--- config.mk ---
export PLATFORM = sky130hd
export DESIGN_NAME = hazard_ctrl
export DESIGN_NICKNAME = d
export VERILOG_FILES = /design/src/rtl/hazard_ctrl.sv
export SDC_FILE = /design/constraint.sdc
export NUM_CORES = 1
export LEC_CHECK = 0
export ABC_CLOCK_PERIOD_IN_PS = 2400
export CORE_MARGIN = 4
export CORE_UTILIZATION = 51
export DETAILED_ROUTE_END_ITERATION = 16
export PLACE_DENSITY = 0.81
export SLEW_MARGIN = 10
export SYNTH_ARGS = -nofsm -noshare
export SYNTH_HDL_FRONTEND = slang
export SYNTH_SLANG_ARGS = --single-unit
--- constraint.sdc ---
create_clock -name clk_i -period 2.4 [get_ports clk_i]
set_input_delay 0.48 -clock clk_i [delete_from_list [all_inputs] [get_ports clk_i]]
set_output_delay 0.48 -clock clk_i [all_outputs]
set_load 0.005 [all_outputs]
--- src/rtl/hazard_ctrl.sv ---
// hazard_ctrl: pipeline sequencing controller for the 5-stage core.
// Produces per-stage enables and flushes for data-memory waits, EX redirects
// and load-use stalls. It also keeps stall/flush performance counters and a
// sticky memory-timeout flag.
//
// state | meaning
// ------+-------------------------------------------------------------
// RUN   | pipeline advancing normally (branch / load-use handling)
// MWAIT | data-memory request outstanding, pipeline frozen until ack
module hazard_ctrl #(
  parameter int CNT_W    = 32,
  parameter int MAX_WAIT = 255
) (
  input  logic             clk_i,
  input  logic             rst_ni,
  input  logic [4:0]       IFID_rs1_i,
  input  logic [4:0]       IFID_rs2_i,
  input  logic             IFID_rs1_used_i,
  input  logic             IFID_rs2_used_i,
  input  logic [4:0]       IDEX_rd_i,
  input  logic             IDEX_memrd_i,
  input  logic             EX_br_taken_i,
  input  logic             EXMEM_memreq_i,
  input  logic             dmem_ack_i,
  output logic             pc_en_o,
  output logic             IFID_en_o,
  output logic             IFID_flush_o,
  output logic             IDEX_en_o,
  output logic             IDEX_flush_o,
  output logic             EXMEM_en_o,
  output logic             MEMWB_flush_o,
  output logic [CNT_W-1:0] stall_cnt_o,
  output logic [CNT_W-1:0] flush_cnt_o,
  output logic             err_timeout_o
);

  localparam int WAIT_W = 16;
  localparam logic [WAIT_W-1:0] WAIT_MAX = WAIT_W'(MAX_WAIT);
  localparam logic [CNT_W-1:0]  CNT_SAT  = {CNT_W{1'b1}};

  typedef enum logic {RUN = 1'b0, MWAIT = 1'b1} state_t;

  state_t            state_q, state_d;
  logic [WAIT_W-1:0] wait_q, wait_d, wait_inc;
  logic              err_d;
  logic              mem_stall, load_use, redirect;

  assign mem_stall = EXMEM_memreq_i & ~dmem_ack_i;
  assign load_use  = IDEX_memrd_i && (IDEX_rd_i != 5'd0) &&
                     ((IFID_rs1_used_i && (IFID_rs1_i == IDEX_rd_i)) ||
                      (IFID_rs2_used_i && (IFID_rs2_i == IDEX_rd_i)));
  // A redirect only counts when the pipeline is actually advancing.
  assign redirect  = EX_br_taken_i & ~mem_stall;
  assign wait_inc  = (wait_q == WAIT_MAX) ? wait_q : wait_q + WAIT_W'(1);

  // State, wait counter, timeout flag and performance counters.
  always_ff @(posedge clk_i or negedge rst_ni) begin
    if (!rst_ni) begin
      state_q       <= RUN;
      wait_q        <= '0;
      err_timeout_o <= 1'b0;
      stall_cnt_o   <= '0;
      flush_cnt_o   <= '0;
    end else begin
      state_q       <= state_d;
      wait_q        <= wait_d;
      err_timeout_o <= err_d;
      if (!pc_en_o && (stall_cnt_o != CNT_SAT)) stall_cnt_o <= stall_cnt_o + CNT_W'(1);
      if (redirect && (flush_cnt_o != CNT_SAT)) flush_cnt_o <= flush_cnt_o + CNT_W'(1);
    end
  end

  // Next state; wait_q holds the number of completed stall cycles of the
  // current access, so the first stall cycle (still in RUN) already counts.
  // The flag latches on the edge that completes the MAX_WAIT-th wait cycle.
  always_comb begin
    state_d = state_q;
    wait_d  = '0;
    unique case (state_q)
      RUN: begin
        if (mem_stall) begin
          state_d = MWAIT;
          wait_d  = WAIT_W'(1);
        end
      end
      MWAIT: begin
        // A request dropping without ack is treated as a release.
        if (mem_stall) wait_d  = wait_inc;
        else           state_d = RUN;
      end
      default: state_d = RUN;
    endcase
    err_d = err_timeout_o | (mem_stall && (wait_d == WAIT_MAX));
  end

  // Stage controls: memory wait > redirect > load-use > free-running.
  always_comb begin
    pc_en_o       = 1'b1;
    IFID_en_o     = 1'b1;
    IFID_flush_o  = 1'b0;
    IDEX_en_o     = 1'b1;
    IDEX_flush_o  = 1'b0;
    EXMEM_en_o    = 1'b1;
    MEMWB_flush_o = 1'b0;
    if (!rst_ni) begin
      pc_en_o       = 1'b0;
      IFID_en_o     = 1'b0;
      IDEX_en_o     = 1'b0;
      EXMEM_en_o    = 1'b0;
      IFID_flush_o  = 1'b1;
      IDEX_flush_o  = 1'b1;
      MEMWB_flush_o = 1'b1;
    end else if (mem_stall) begin
      pc_en_o       = 1'b0;
      IFID_en_o     = 1'b0;
      IDEX_en_o     = 1'b0;
      EXMEM_en_o    = 1'b0;
      MEMWB_flush_o = 1'b1;
    end else if (EX_br_taken_i) begin
      IFID_flush_o  = 1'b1;
      IDEX_flush_o  = 1'b1;
    end else if (load_use) begin
      pc_en_o       = 1'b0;
      IFID_en_o     = 1'b0;
      IDEX_flush_o  = 1'b1;
    end
  end

endmodule

==> results of run 1 <==
==> critical path, stage by stage <==
cell	delay (ps)
dlygate4sd2_1	260
or4_4	530
o21ai_4	150
buf_4	120
nor2_1	30
a21o_1	180
buf_6	120
==> stage by stage <==
stage,hold WS [ps],setup slack [ps]
2_1_floorplan,184.4,138.6
3_3_place_gp,461.1,-468.1
3_5_place_dp,465.1,-512.3
4_1_cts,187.2,14.58
5_1_grt,197.1,-15.93
6_report,177.0,40.96
==> power groups by stage <==
stage | Clock (W) | Sequential [W] | Combinational (W)
6_report | 0.000928 | 0.00163 | 0.000728
2_1_floorplan | 0 | 0.00165 | 0.000276
3_3_place_gp | 0 | 0.00164 | 0.000685
4_1_cts | 0.000949 | 0.00163 | 0.000718
5_1_grt | 0.00101 | 0.00166 | 0.000791
3_5_place_dp | 0 | 0.00166 | 0.000707
==> layout by cell type (no fill, tap or decap), types with 2 or more instances in the layout <==
cell	synthesis	routed
a211oi_1	3	3
a21oi_1	2	2
a31oi_1	4	4
and2_1	4	3
and3_1	13	13
and4_1	9	9
buf_4	2	39
buf_6	2	2
clkbuf_8	0	9
clkdlybuf4s15_1	0	2
clkdlybuf4s50_1	0	83
dfrtp_1	82	80
dfrtp_2	0	2
dlygate4sd2_1	0	6
ha_1	3	3
inv_1	10	10
inv_6	0	2
nand2_1	36	36
nand3_1	31	30
nand3_2	1	2
nand4_1	27	27
nor2_1	38	38
nor2b_1	2	2
nor3_1	18	18
nor3_2	2	2
nor4_1	14	13
nor4_2	1	2
o21ai_0	6	4
o311a_1	2	2
or2_2	2	2
or3_1	3	3
or4_4	2	3
xnor2_1	42	41
xor2_1	42	42
==> worst min path at each step <==
stage | depth (start not counted) | start | slack [ps] | end
after detailed placement | 1 | state_q | 470 | wait_q[0]
after global placement | 1 | state_q | 460 | wait_q[0]
after CTS | 2 | rst_ni | 190 | wait_q[2]
after global routing | 2 | rst_ni | 200 | flush_cnt_o[8]
after floorplan | 0 | rst_ni | 180 | err_timeout_o
final | 2 | rst_ni | 180 | wait_q[2]
==> routing by layer <==
metal | wire length (um) | up-vias | GRT usage
met2 | 5247 | 116 | 0.3616
met5 | 0 | - | 0
li1 | - | 1775 | -
met3 | 866 | 12 | 0.07504
met1 | 4509 | 1811 | 0.2871
met4 | 123 | 0 | 0.06197
==> cell families after synthesis <==
kind of cell | after synthesis | share of synthesized area
xor+xnor | 84 | 0.1734
simple gates | 207 | 0.2607
flops | 82 | 0.4836
fa+ha+maj | 3 | 0.008848
buf+inv | 22 | 0.02536
compound gates | 25 | 0.04040
mux | 3 | 0.007667
==> flip-flops by register name, indices dropped and copies added (netlist names) <==
signal         flops
wait_q            16
state_q            1
flush_cnt_o       32
err_timeout_o      1
stall_cnt_o       32
==> timing repair <==
action	in CTS	in global routing
resized for setup	20	9
pin swaps	5	6
buffers inserted	3	3
endpoints found under the setup margin	5	27
cloned	0	0
==> final cells by class <==
cell class / count / area [um2] / share of cell area
multi-input combinational: 322 / 2126 / 0.3692
sequential: 82 / 2054 / 0.3568
timing repair buffer: 133 / 1231 / 0.2138
tap: 105 / 131.4 / 0.02282
clock buffer: 10 / 127.6 / 0.02216
clock inverter: 6 / 50.05 / 0.008692
inverter: 10 / 37.54 / 0.006519
==> insert_results.sql, run 1 <==
INSERT INTO impl_metrics (metric_group, metric, value, unit) VALUES
('sta', 'grt_setup_unrepaired', 'true', ''),
('synthesis', 'synthCells', '426', ''),
('route', 'avgRoutedWirePerCell', '16.09', 'um'),
('sta', 'max_slew_margin_vs_limit', '0.5615', ''),
('route', 'totalWireLength', '10750', 'um'),
('power', 'p_seq_frac', '0.497', ''),
('grt', 'grt_remaining_overflow', '0', ''),
('power', 'intPower', '0.002294', 'W'),
('synthesis', 'ys_async_rst_share', '1.000', ''),
('route', 'drtPass1Iterations', '4', ''),
('placement', 'dpl.hpwl', '7935', 'um'),
('synthesis', 'synthesis.area_per_instance', '9.960', 'um2'),
('clocking', 'clock_tree.buffer_depth', '2', ''),
('power', 'p_switching', '0.0009970', 'W'),
('placement', 'port_buffers', '94', ''),
('clocking', 'tritoncts', 'yes', ''),
('sta', 'timing_hold_violations_final', '0', ''),
('synthesis', 'post_synth_instance_area', '0.004243', 'mm2'),
('power', 'sw_frac_of_total', '0.3030', ''),
('route', 'viasPerCell', '5.560', ''),
('setup_path', 'start_kind', 'primary input', ''),
('sta', 'tns', '0', 'ps'),
('synthesis', 'synth_top_cell_area_share', '0.4836', ''),
('setup_path', 'cp-endpoint', 'IDEX_flush_o', ''),
('placement', 'placement.cell_area', '0.005490', 'mm2'),
('finish', 'final_design_area_no_fill', '0.005758', 'mm2'),
('finish', 'number_of_fill_cells_in_the_layout', '624', ''),
('die', 'die-area', '0.009843', 'mm2'),
('clocking', 'clockRootBuffer', 'clkbuf_8', ''),
('power', 'power.leakage', '2.556', 'nW'),
('synthesis', 'ys_top_cells_by_count', '82 x dfrtp_1, 42 x xnor2_1, 42 x xor2_1', ''),
('finish', 'final_core_util', '0.7079', ''),
('die', 'io-pin-count', '95', ''),
('clocking', 'cts-hold-fix-buffers', '0', ''),
('setup_path', 'r2r_slack', '90', 'ps'),
('synthesis', 'netlist_top_cells_area', 'dfrtp_1 48%, xnor2_1 8.7%, xor2_1 8.7%', ''),
('route', 'via_count', '3714', ''),
('die', 'initial_core_util', '0.5216', ''),
('clocking', 'clk_transition_reported_paths', '90', 'ps'),
('die', 'row_count', '33', ''),
('grt', 'largest_net_degree_at_the_start_of_global_routing', '53', ''),
('synthesis', 'yosysTopAreaCell', 'dfrtp_1', ''),
('sta', 'max_freq', '0.4239', 'GHz'),
('grt', 'globalRouteTotalUtil', '0.2231', ''),
('synthesis', 'synth_enable_flop_cells', '0', ''),
('synthesis', 'netlist-cell-type-count', '45', ''),
('die', 'die_y', '99.21', 'um'),
('finish', 'diodes', '0', ''),
('route', 'ant_nets', '0', ''),
('status', 'status', 'completed', ''),
('die', 'die_width', '99.21', 'um'),
('power', 'comb_power_share', '0.221', ''),
('power', 'vdd_drop_max', '581.5', 'uV'),
('power', 'total_power', '0.003291', 'W'),
('setup_path', 'worstRegToRegCells', '7', ''),
('sta', 'clock-skew-final', '10.02', 'ps'),
('power', 'power_frac_clock', '0.282', ''),
('grt', 'antenna_violations_before_repair', '0', ''),
('sta', 'post-route-min-period', '2359', 'ps'),
('die', 'fp.coreArea', '0.008134', 'mm2'),
('finish', 'final_cells', '668', ''),
('clocking', 'tritoncts.num_buffers', '9', ''),
('sta', 'post-route-period-util', '0.9829', ''),
('grt', 'grt_first_pass_wirelength', '18030', 'um'),
('setup_path', 'worstReg2RegEnd', 'stall_cnt_o[25]', ''),
('setup_path', 'timing.setup.critical_path_class', 'primary input to output port', ''),
('synthesis', 'synth-seq-area-share', '0.4836', ''),
('sta', 'finalSetupViolations', '0', ''),
('hold_path', 'min-delay-path-class', 'primary input to async pin', ''),
('synthesis', 'synth_nets', '452', ''),
('setup_path', 'worstSetupStartpoint', 'IDEX_rd_i[2]', '');
No activity file was read; power rests on OpenSTA's default activity.
==> run 2, diff against run 1 <==
GPL_ROUTABILITY_DRIVEN = 0   (was unset)
==> results of run 2 <==
No change in the layout: final DEF, timing and power equal those of run 1.
==> run 3, diff against run 2 <==
ABC_CLOCK_PERIOD_IN_PS = 2680   (was 2400)
clock period = 2.68 ns   (was 2.4 ns; I/O delays follow)
==> run 3 against run 2 <==
- first-iteration DRC count is 3.2% lower
- sequential share of layout area is 0.63 points higher
- flip-flop and latch count stayed put
- hold slack better by 35 ps
- sequential power is 9.8% lower
- clock power is 11% lower
- critical path depth is 1 lower
- via count is 0.19% higher
- routed wire length is 0.73% lower
- count of clock-buffer cells in the layout stayed put
- combinational power is 15% lower
- global-route usage is 0.35 points higher
- critical path type unchanged
- critical endpoint is now IFID_flush_o
==> insert_results.sql, run 3 (synthesized netlist as in run 1, its figures left out) <==
INSERT INTO impl_metrics (metric_group, metric, value, unit) VALUES
('grt', 'grt_first_pass_wirelength', '18200', 'um'),
('power', 'vdd_drop_max', '433.2', 'uV'),
('grt', 'antenna_violations_before_repair', '0', ''),
('finish', 'diodes', '0', ''),
('clocking', 'tritoncts', 'yes', ''),
('clocking', 'clockRootBuffer', 'clkbuf_8', ''),
('route', 'detailedRoute.firstIterationViolations', '211', ''),
('sta', 'max_freq', '0.3850', 'GHz'),
('clocking', 'clock_tree.buffer_depth', '2', ''),
('die', 'initial_core_util', '0.5216', ''),
('finish', 'mostFrequentLayoutCells', '87 x clkdlybuf4s50_1, 82 x dfrtp_1, 42 x xnor2_1, 42 x xor2_1, 38 x nor2_1', ''),
('sta', 'post-route-min-period', '2598', 'ps'),
('sta', 'max_slew_margin_vs_limit', '0.5247', ''),
('setup_path', 'worstRegToRegCells', '5', ''),
('setup_path', 'cp_max_fo', '4', ''),
('die', 'io-pin-count', '95', ''),
('clocking', 'cts_setup_buffers', '0', ''),
('route', 'remaining_drc_errors', '0', ''),
('clocking', 'clk_transition_reported_paths', '90', 'ps'),
('route', 'via_count', '3721', ''),
('setup_path', 'worstReg2RegEnd', 'flush_cnt_o[1]', ''),
('setup_path', 'regToRegStartpoint', 'flush_cnt_o[2]', ''),
('finish', 'reg_top3', 'flush_cnt_o: 32 flops, stall_cnt_o: 32 flops, wait_q: 16 flops', ''),
('placement', 'port_buffers', '94', ''),
('clocking', 'cts-hold-fix-buffers', '0', ''),
('power', 'total_power', '0.002906', 'W'),
('route', 'avgRoutedWirePerCell', '16.34', 'um'),
('placement', 'placement.cell_area', '0.005455', 'mm2'),
('finish', 'final_design_area_no_fill', '0.005652', 'mm2'),
('grt', 'globalRouteTotalUtil', '0.2266', ''),
('route', 'ant_nets', '0', ''),
('die', 'die_y', '99.21', 'um'),
('sta', 'timing.hold.ws', '212.4', 'ps'),
('power', 'power.leakage', '2.498', 'nW'),
('setup_path', 'worstPathArrival', '2060', 'ps'),
('sta', 'post-route-period-util', '0.9692', ''),
('setup_path', 'timing.setup.critical_path_class', 'primary input to output port', ''),
('sta', 'finalSetupViolations', '0', ''),
('die', 'fp.coreArea', '0.008134', 'mm2'),
('status', 'status', 'completed', ''),
('clocking', 'insertion_delay_of_the_later_clocked_pin_in_the_worst_skew_pair', '350', 'ps'),
('die', 'row_count', '33', ''),
('die', 'die-area', '0.009843', 'mm2'),
('placement', 'dpl.cell_count', '638', ''),
('setup_path', 'cp.required', '2140', 'ps'),
('placement', 'dpl.hpwl', '7861', 'um'),
('grt', 'number_of_global_route_vias_before_repair', '3839', ''),
('sta', 'tightest_slew', '712.9', 'ps'),
('die', 'die_width', '99.21', 'um'),
('finish', 'nets', '570', ''),
('run', 'maxCapViolations', '0', ''),
('route', 'viasPerCell', '5.698', ''),
('clocking', 'cts_sinks', '82', ''),
('setup_path', 'r2r_slack', '290', 'ps'),
('sta', 'clock-skew-final', '12.75', 'ps'),
('sta', 'timing_hold_violations_final', '0', ''),
('setup_path', 'start_kind', 'primary input', ''),
('grt', 'largest_net_degree_at_the_start_of_global_routing', '57', ''),
('route', 'totalWireLength', '10670', 'um'),
('clocking', 'htreeDepth', '3', ''),
('hold_path', 'min-delay-path-class', 'primary input to async pin', ''),
('grt', 'grt_remaining_overflow', '0', ''),
('clocking', 'tritoncts.num_buffers', '9', ''),
('route', 'drtPass1Iterations', '5', ''),
('finish', 'area_growth', '33.21', '%'),
('setup_path', 'crit_end_category', 'output port', ''),
('power', 'power.density', '514.2', 'mW/mm2'),
('finish', 'final_layout_size_suffix_gt1_frac', '0.1004', ''),
('sta', 'grt_setup_unrepaired', 'false', ''),
('finish', 'mostFrequentLayoutCell', 'clkdlybuf4s50_1', ''),
('finish', 'final_cells', '653', ''),
('setup_path', 'worstSetupStartpoint', 'dmem_ack_i', ''),
('sta', 'number_of_pins_exceeding_their_max_slew_limit_in_the_final_report', '0', '');
[run 3: cell type report]
cell class,count,area [um2]
clock buffers,10,137.6
flip-flops and latches,82,2052
clock inverters,5,38.79
multi-input cells,322,2105
fillers,604,2482
repair buffers,119,1150
inverters,10,37.54
well taps,105,131.4
[run 3: worst max-delay path, stage by stage]
cell and delay, ps:
clkdlybuf4s50_1 440, nand2b_1 110, buf_4 140, nand2_1 100, nand2_1 160, clkdlybuf4s50_1 570
[run 3: power by group]
group / switching (W) / internal (W) / leakage (nW)
sequential: 0.000130 / 0.00134 / 1.10
combinational: 0.000266 / 0.000352 / 1.31
clock: 0.000461 / 0.000362 / 0.0887
total: 0.000856 / 0.00205 / 2.50
[run 3: worst max path at each step]
stage          cells past startpoint              to
6_report                           6    IFID_flush_o
5_1_grt                            7         pc_en_o
4_1_cts                            7    IDEX_flush_o
3_5_place_dp                       7    IDEX_flush_o
3_3_place_gp                       7    IDEX_flush_o
2_1_floorplan                      6  stall_cnt_o[1]
[run 3: repair_timing]
| action | 4_1_cts | 5_1_grt |
|---|---|---|
| gates resized for setup | 11 | 6 |
| endpoints found under the setup margin | 3 | 3 |
| pin swaps | 2 | 2 |
| hold endpoints to repair | 0 | 0 |
[run 3: routing by layer]
layer / track usage / up-vias / part of all wire
met2: 0.3569 / 107 / 0.48
li1: - / 1743 / -
met4: 0.07143 / 0 / 0.018
met5: 0 / - / 0
met3: 0.06662 / 17 / 0.063
met1: 0.3034 / 1854 / 0.44
[run 3: per-stage QoR]
stage               setup slack [ps]  utilization  TNS [ps]
global route                  0.9508       0.6948         0
finish                         82.48       0.6948         0
global placement              -385.0       0.6707    -982.5
CTS                            10.08       0.6922         0
detailed placement            -429.9       0.6707     -1918
floorplan                      418.6            -         0
